### src/rtl/lcd_spi_arbiter.sv
// ---------------------------------------------------------------------------
// lcd_spi_arbiter
//   Shares one W-bit LCD SPI word transmitter between a command requester
//   (init/config sequencer) and a pixel streamer. Whole transactions are
//   granted, the LCD chip select is driven here, and CS setup time and the
//   inter-transaction CS-high gap are enforced. Bit W-1 (D/C) is passed
//   through untouched.
//
//   Handshakes: a requester raises *_req with *_data/*_last stable and holds
//   them until *_ack, a 1-cycle pulse issued on the same cycle the word is
//   strobed into the SPI (spi_strobe). spi_ready is a level from the SPI:
//   a strobe is only issued on a cycle where spi_ready was sampled high.
//
// Ports
//   iClk, iRst_n                 clock, synchronous active-low reset
//   cmd_req/data/last, cmd_ack   command requester
//   pix_req/data/last, pix_ack   pixel requester
//   spi_ready, spi_data,
//   spi_strobe                   to/from spi_master
//   oLcdCs                       LCD chip select, active low
//   oOwner                       00 none, 01 cmd, 10 pix
//   oAbort                       1-cycle pulse on idle-timeout release
//   oState                       current FSM state (debug visibility)
// ---------------------------------------------------------------------------
module lcd_spi_arbiter #(
    parameter int W        = 9,
    parameter int CS_SETUP = 2,
    parameter int CS_GAP   = 4,
    parameter int MAX_CMD  = 4,
    parameter int TIMEOUT  = 255
) (
    input  logic         iClk,
    input  logic         iRst_n,
    input  logic         cmd_req,
    input  logic [W-1:0] cmd_data,
    input  logic         cmd_last,
    output logic         cmd_ack,
    input  logic         pix_req,
    input  logic [W-1:0] pix_data,
    input  logic         pix_last,
    output logic         pix_ack,
    input  logic         spi_ready,
    output logic [W-1:0] spi_data,
    output logic         spi_strobe,
    output logic         oLcdCs,
    output logic [1:0]   oOwner,
    output logic         oAbort,
    output logic [2:0]   oState
);

    localparam int SW = $clog2(MAX_CMD + 1);
    localparam logic [SW-1:0] STREAK_MAX = SW'(MAX_CMD);
    localparam logic [7:0]    SETUP_END  = 8'(CS_SETUP - 1);
    localparam logic [7:0]    GAP_END    = 8'(CS_GAP - 1);
    localparam logic [7:0]    IDLE_END   = 8'(TIMEOUT - 1);

    localparam logic [1:0] OWN_NONE = 2'b00;
    localparam logic [1:0] OWN_CMD  = 2'b01;
    localparam logic [1:0] OWN_PIX  = 2'b10;

    typedef enum logic [2:0] {
        S_IDLE  = 3'd0,
        S_SETUP = 3'd1,
        S_XFER  = 3'd2,
        S_WAIT  = 3'd3,
        S_DRAIN = 3'd4,
        S_GAP   = 3'd5
    } state_t;

    state_t        r_state;
    logic [7:0]    r_cnt;       // CS setup / CS gap cycle counter
    logic [7:0]    r_idle;      // cycles the owner has left its req low mid-transaction
    logic [SW-1:0] r_streak;    // consecutive cmd grants while pix was waiting
    logic          r_last;      // last flag of the word just strobed
    logic [1:0]    r_owner;
    logic          r_cs;
    logic [W-1:0]  r_spi_data;
    logic          r_strobe;
    logic          r_cmd_ack;
    logic          r_pix_ack;
    logic          r_abort;

    // Owner-side request mux; a non-owner request is simply invisible here.
    logic         w_own_is_cmd;
    logic         w_own_req;
    logic [W-1:0] w_own_data;
    logic         w_own_last;

    assign w_own_is_cmd = (r_owner == OWN_CMD);
    assign w_own_req    = w_own_is_cmd ? cmd_req  : ((r_owner == OWN_PIX) && pix_req);
    assign w_own_data   = w_own_is_cmd ? cmd_data : pix_data;
    assign w_own_last   = w_own_is_cmd ? cmd_last : pix_last;

    always_ff @(posedge iClk) begin
        if (!iRst_n) begin
            r_state    <= S_IDLE;
            r_cnt      <= '0;
            r_idle     <= '0;
            r_streak   <= '0;
            r_last     <= 1'b0;
            r_owner    <= OWN_NONE;
            r_cs       <= 1'b1;
            r_spi_data <= '0;
            r_strobe   <= 1'b0;
            r_cmd_ack  <= 1'b0;
            r_pix_ack  <= 1'b0;
            r_abort    <= 1'b0;
        end else begin
            r_strobe  <= 1'b0;
            r_cmd_ack <= 1'b0;
            r_pix_ack <= 1'b0;
            r_abort   <= 1'b0;

            case (r_state)
                S_IDLE: begin
                    r_cnt <= '0;
                    // Pix wins only when cmd is absent or has used up its streak.
                    if (pix_req && (!cmd_req || r_streak == STREAK_MAX)) begin
                        r_owner  <= OWN_PIX;
                        r_streak <= '0;
                        r_cs     <= 1'b0;
                        r_state  <= S_SETUP;
                    end else if (cmd_req) begin
                        r_owner <= OWN_CMD;
                        r_cs    <= 1'b0;
                        r_state <= S_SETUP;
                        if (!pix_req)
                            r_streak <= '0;
                        else if (r_streak != STREAK_MAX)
                            r_streak <= r_streak + 1'b1;
                    end else begin
                        r_owner <= OWN_NONE;
                    end
                end

                S_SETUP: begin
                    if (r_cnt == SETUP_END) begin
                        r_cnt   <= '0;
                        r_idle  <= '0;
                        r_state <= S_XFER;
                    end else begin
                        r_cnt <= r_cnt + 8'd1;
                    end
                end

                S_XFER: begin
                    if (w_own_req) begin
                        // Owner present but SPI busy: wait, idle counter holds.
                        if (spi_ready) begin
                            r_spi_data <= w_own_data;
                            r_strobe   <= 1'b1;
                            r_cmd_ack  <= w_own_is_cmd;
                            r_pix_ack  <= !w_own_is_cmd;
                            r_last     <= w_own_last;
                            r_idle     <= '0;
                            r_state    <= S_WAIT;
                        end
                    end else if (r_idle == IDLE_END) begin
                        r_abort <= 1'b1;
                        r_idle  <= '0;
                        r_state <= S_DRAIN;
                    end else begin
                        r_idle <= r_idle + 8'd1;
                    end
                end

                // One dead cycle after a strobe: spi_ready may not have fallen yet.
                S_WAIT: begin
                    r_state <= r_last ? S_DRAIN : S_XFER;
                end

                S_DRAIN: begin
                    if (spi_ready) begin
                        r_cs    <= 1'b1;
                        r_owner <= OWN_NONE;
                        r_cnt   <= '0;
                        r_state <= S_GAP;
                    end
                end

                S_GAP: begin
                    if (r_cnt == GAP_END) begin
                        r_cnt   <= '0;
                        r_state <= S_IDLE;
                    end else begin
                        r_cnt <= r_cnt + 8'd1;
                    end
                end

                default: r_state <= S_IDLE;
            endcase
        end
    end

    assign cmd_ack    = r_cmd_ack;
    assign pix_ack    = r_pix_ack;
    assign spi_data   = r_spi_data;
    assign spi_strobe = r_strobe;
    assign oLcdCs     = r_cs;
    assign oOwner     = r_owner;
    assign oAbort     = r_abort;
    assign oState     = r_state;

endmodule

### config.mk
export PLATFORM = sky130hd
export DESIGN_NAME = lcd_spi_arbiter
export DESIGN_NICKNAME = d
export VERILOG_FILES = /design/src/rtl/lcd_spi_arbiter.sv
export SDC_FILE = /design/constraint.sdc
export NUM_CORES = 1
export LEC_CHECK = 0
export CAP_MARGIN = 5
export CORE_MARGIN = 5
export CORE_UTILIZATION = 51
export CTS_CLUSTER_SIZE = 10
export DETAILED_ROUTE_END_ITERATION = 12
export GPL_ROUTABILITY_DRIVEN = 0
export GPL_TIMING_DRIVEN = 0
export PLACE_DENSITY = 0.84
export SYNTH_ARGS = -nofsm -noshare
export SYNTH_HDL_FRONTEND = slang
export SYNTH_SLANG_ARGS = --single-unit
### constraint.sdc
create_clock -name iClk -period 2.3 [get_ports iClk]
set_clock_uncertainty 0.15 [all_clocks]
set_input_delay 0.345 -clock iClk [delete_from_list [all_inputs] [get_ports iClk]]
set_output_delay 0.345 -clock iClk [all_outputs]
set_load 0.005 [all_outputs]
==> metrics.txt, run 1 <==
syn_area_per_cell=8.65 um2; P_leak=0.945 nW; Worst Path Arrival=2.28 ns; data required time of the critical path=2.39 ns; Cell Area, Placed=0.00259 mm2; FF+latch area=781 um2; RSZ-0062 raised after global routing=false; Ant. Diodes=0; Gate Count Post-Synth=242; final setup fails=0; vias in the first global route=1883; Worst-path clk slew=0.08 ns; die height=74.1 um; CP peak stage delay=0.53 ns; root buf cell=clkbuf_8; drc violations=0; Worst-Margin Slew=0.782 ns; H-tree levels=2; Crit Path Class=flip-flop to flip-flop; met2 Usage GRT=30.4%; ys flop type=dfxtp_1; final critical path time including I/O delays and setup=2.18 ns; multi-input logic area=0.00123 mm2; period utilisation layout=94.9%; CTS Hold Bufs=0; GRT Util Overall=19.2%; site row count=23; Post-synth EDFFs=0; Slew HR=47.5%; CP Capture Type=flip-flop; initial antenna violation count=0; pwr dens=782 mW/mm2; Hold/Removal Path Class=flip-flop to flip-flop; vias=1971; Slew Limit Fails=0; global route hottest layer=met2; GRT overflow=0; power consumption=2.13 mW; CTS tree=done; Synth cell types=50; Routed Antenna Nets=0; first-pass GRT wire length=8270 um; largest net degree at the start of global routing=13; drt wl/cell=14.0 um; crit-path cells=or3b_1, buf_2, or4_4, buf_6, nor3b_2, a221o_1; clk sink count=39; max-cap check violation count=0; final hold violation count=0; Total Wirelength=4800 um; status=finished, final reports clean; design area=0.00273 mm2; Clock Tree Buf Depth=2; DR vias/cell=5.75; Die Width=74.1 um; Synth Cell Area=0.00209 mm2; area delta synth->final=30.2%; Synthesized Nets=273; met3 global-route usage=8.24%; drt pass-1 iters=4; total CTS buffers=5; fraction of layout cells with a size suffix above 1=7.51%; initial core utilization=52.3%; fmax=458 MHz; Port Buffers=43; Warnings, synthesis=0; asr flop ratio synth=0%; met1 GRT Util=23.4%; initial DRC count=107; slowest CP cell=or4_4; #FFs+latches synth=39; Seq/Total Area, Yosys=37.3%; worst skew pair latency=0.29 ns; critical path fanouts, max=7; Fillers=337; critical path startpoint category=flip-flop; peak supply drop=491 uV; DP HPWL=3590 um; die area=0.00549 mm2; Placeable Area=0.00400 mm2; Post-CTS Setup Bufs=0; Hold WS=0.300 ns; I/O Pins=44; fin nets=323
## final timing paths
kind	startpoint	endpoint	slack (ns)	cells after the start
max reg2reg	oState[1]$_SDFFE_PN0P_	r_idle[7]$_SDFFE_PN0P_	0.12	6
min	oLcdCs$_SDFFE_PN1P_	oLcdCs$_SDFFE_PN1P_	0.30	2
max	oState[1]$_SDFFE_PN0P_	r_idle[7]$_SDFFE_PN0P_	0.12	6
min reg2reg	oLcdCs$_SDFFE_PN1P_	oLcdCs$_SDFFE_PN1P_	0.30	2
## sequential cells by signal (all words and copies together), names as in the netlist
signal      flops
spi_data        9
r_cnt           8
r_idle          8
oState          3
r_streak        3
oOwner          2
cmd_ack         1
oAbort          1
oLcdCs          1
pix_ack         1
r_last          1
spi_strobe      1
## synthesized netlist by cell type (3+ instances only)
master | n | area share [%]
dfxtp_1 | 39 | 37
nand2_1 | 21 | 3.8
nor2_1 | 19 | 3.4
nand3_1 | 15 | 3.6
a211oi_1 | 14 | 5.0
mux2i_1 | 11 | 5.3
a21oi_1 | 10 | 2.4
clkbuf_1 | 9 | 1.6
inv_1 | 8 | 1.4
nor3_1 | 7 | 1.7
o21ai_0 | 7 | 1.7
ha_1 | 6 | 3.6
nor2b_1 | 6 | 1.8
and3_1 | 4 | 1.2
nand3b_1 | 4 | 1.4
nand4_1 | 4 | 1.2
xnor2_1 | 4 | 1.7
a211o_1 | 3 | 1.3
a31oi_1 | 3 | 0.90
nor3b_2 | 3 | 1.8
o21a_1 | 3 | 1.1
## metal layers
layer | up-vias | part of all wire [%]
met5 | - | 0
met4 | 0 | 1.1
met3 | 6 | 9.0
met2 | 62 | 45
met1 | 916 | 45
li1 | 987 | -
## per-stage QoR
step / util [%] / std cells / TNS, ns / worst slack, ns
finish: 68.2 / 343 / 0 / 0.118
global route: 68.2 / 343 / 0 / 0.00512
CTS: 68.1 / 343 / 0 / 0.0815
detailed placement: 64.7 / 335 / -4.52 / -0.379
global placement: 64.7 / 335 / -3.82 / -0.318
floorplan: - / 242 / 0 / 0.285
## critical path, delay by kind of cell (launching register included)
kind / cells / cell delay (ns)
simple gates: 3 / 1.07
flops: 1 / 0.45
buf+inv: 2 / 0.33
compound gates: 1 / 0.13
## logic make-up after synthesis
logic type,count (synthesis),synth area share [%]
and+or+nand+nor,104,28.5
adders and majority gates,6,3.59
DFF,39,37.3
xor gates and xnor gates,4,1.67
buffers and inverters,21,4.24
muxes,12,5.80
AOI/OAI and AO/OA,56,18.9
## cell type report
type | instances | share of cell area [%]
Multi-Input combinational cell | 182 | 45.1
Inverter | 8 | 1.10
Buffer | 13 | 2.25
Timing Repair Buffer | 43 | 15.8
Tap cell | 50 | 2.29
Clock buffer | 6 | 2.66
Clock inverter | 2 | 2.20
Sequential cell | 39 | 28.6
## cell usage in the layout, fill, tap and decap left out, drive strengths merged, types with 3 or more instances in the layout
cell            n
buf             4
mux2i          11
ha              6
a31oi           3
a211o           3
dfxtp          39
a21oi          10
clkdlybuf4s50  43
a211oi         14
nand3          15
o21a            3
and3            4
nand2          21
nor2           19
nand3b          4
clkbuf         15
o21ai           7
nor3            8
xnor2           4
inv             8
nor2b           7
nor3b           5
nand4           4
## where the power goes
group / switching, mW / internal (mW)
Sequential: 0.0622 / 0.731
Combinational: 0.355 / 0.312
Clock: 0.237 / 0.434
## what timing repair did
item                       CTS  global route
setup endpoints to repair   10             9
resized for setup            2             2
gates cloned                 0             0
(Power assumes the default switching activity.)
==> run 2: changes to the inputs <==
--- a/config.mk
+++ b/config.mk
@@ -7,12 +7,12 @@
 export LEC_CHECK = 0
 export CAP_MARGIN = 5
 export CORE_MARGIN = 5
-export CORE_UTILIZATION = 51
+export CORE_UTILIZATION = 50
 export CTS_CLUSTER_SIZE = 10
 export DETAILED_ROUTE_END_ITERATION = 12
 export GPL_ROUTABILITY_DRIVEN = 0
 export GPL_TIMING_DRIVEN = 0
-export PLACE_DENSITY = 0.84
+export PLACE_DENSITY = 0.82
 export SYNTH_ARGS = -nofsm -noshare
 export SYNTH_HDL_FRONTEND = slang
 export SYNTH_SLANG_ARGS = --single-unit
==> metrics.txt, run 2 (synthesis results as in run 1) <==
Total Wirelength=4750 um; GRT Util Overall=18.6%; Sw Share=32.1%; RSZ-0062 raised after global routing=true; DR WL met2=2090 um; initial core utilization=52.0%; Ant. Diodes=0; CP Capture Type=flip-flop; Placeable Area=0.00403 mm2; GRT overflow=0; final setup fails=0; WP buf/inv=0; initial antenna violation count=0; multi-input logic area=0.00123 mm2; Post-Place Cells=335; CP peak stage delay=0.57 ns; total CTS buffers=5; period utilisation layout=93.9%; data required time of the critical path=2.33 ns; design area=0.00271 mm2; Die Width=74.7 um; CTS tree=done; Crit Path Class=flip-flop to flip-flop; Flop pwr share=38.7%; crit-path cells=nor4_1, nand3_1, and3_1, a221o_1; vias in the first global route=1784; Worst-Margin Slew=0.718 ns; flip-flop count of the largest register after layout=9; slowest CP cell=nor4_1; initial DRC count=137; area delta synth->final=29.5%; most frequent cells in the layout=clkdlybuf4s50_1 (43), dfxtp_1 (39), nand2_1 (21); Port Buffers=43; status=finished, final reports clean; max-cap check violation count=0; fin cells=343; met1 WL=2190 um; vias=1911; Slew HR=51.8%; commonest non-fill, non-tap cell in the layout=clkdlybuf4s50_1; Hold/Removal Path Class=flip-flop to flip-flop; Pint=1.39 mW; Cell Area, Placed=0.00259 mm2; Slew Limit Fails=0; power consumption=2.05 mW; switching power=659 uW; critical path fanouts, max=7; DR vias/cell=5.57; critical path startpoint category=flip-flop; Routed Antenna Nets=0; die area=0.00558 mm2; final hold violation count=0; Clock Power Share=28.7%; H-tree levels=2; peak supply drop=389 uV; drt wl/cell=13.9 um; drc violations=0; DP HPWL=3500 um; worst skew pair latency=0.29 ns; I/O Pins=44; fin nets=323; logic gate share of total power=32.6%; P_leak=0.940 nW; largest net degree at the start of global routing=13; max layer used=met4; first-pass GRT wire length=8140 um; pwr dens=757 mW/mm2; fmax=463 MHz; clk sink count=39; root buf cell=clkbuf_8; fraction of layout cells with a size suffix above 1=7.85%; site row count=23; Worst Path Arrival=2.20 ns; die height=74.7 um; FF+latch area=781 um2; drt pass-1 iters=4; DR WL met3=419 um; Clock Tree Buf Depth=2; final critical path time including I/O delays and setup=2.16 ns; Top delay family on crit path=simple AND/OR/NAND/NOR gates; Fillers=337; Worst-path clk slew=0.07 ns
## run 2: cell types whose count changed in the layout (fill, tap and decap cells not counted), sizes merged
cell,previous run,this run
bufinv,2,1
clkinv,0,1
## run 2: power by group through the flow
stage	clock network, mW	logic [mW]	registers, mW
3_5_place_dp	0	0.661	0.807
5_1_grt	0.638	0.748	0.805
2_1_floorplan	0	0.441	0.799
3_3_place_gp	0	0.653	0.805
6_report	0.590	0.670	0.794
4_1_cts	0.605	0.668	0.793
## run 2: final timing paths
kind	from	end	slack [ns]	depth (start not counted)
hold / removal	oLcdCs$_SDFFE_PN1P_	oLcdCs$_SDFFE_PN1P_	0.31	2
setup / recovery	r_cnt[4]$_SDFFE_PN0P_	r_idle[2]$_SDFFE_PN0P_	0.14	4
setup reg to reg	r_cnt[4]$_SDFFE_PN0P_	r_idle[2]$_SDFFE_PN0P_	0.14	4
hold reg to reg	oLcdCs$_SDFFE_PN1P_	oLcdCs$_SDFFE_PN1P_	0.31	2
## run 2: cell type report
class | instances | area share, %
clock inverter | 2 | 1.29
tap | 50 | 2.31
inverter | 8 | 1.11
clock buffer | 6 | 3.05
buffer | 13 | 2.26
sequential | 39 | 28.8
multi-input combinational | 182 | 45.3
timing repair buffer | 43 | 15.9
## run 2: tightest hold or removal path, cell delays in order, from the launching register on
cell,delay (ns)
dfxtp_1,0.32
nand2_1,0.05
nand2_1,0.04
## run 2: metal layers
| metal | vias up | GRT usage [%] |
|---|---|---|
| met5 | - | 0 |
| met4 | 0 | 5.53 |
| met3 | 9 | 6.94 |
| met2 | 58 | 28.3 |
| met1 | 855 | 24.6 |
| li1 | 989 | - |
## run 2: per-stage QoR
step	TNS [ns]	utilization [%]	hold WS, ns	worst slack (ns)
final	0	67.3	0.308	0.139
after CTS	0	67.3	0.313	0.122
after global placement	-3.77	64.2	0.281	-0.331
after floorplan	0	-	0.285	0.285
after detailed placement	-3.81	64.2	0.299	-0.336
after global routing	-0.00298	67.3	0.329	-0.00298
## run 2: what timing repair did
action | 4_1_cts | 5_1_grt
hold endpoints to repair | 0 | 0
gates resized for setup | 2 | 2
hold buffers | 0 | 0
pin swaps | 0 | 0
setup buffers | 0 | 0
endpoints found under the setup margin | 10 | 10
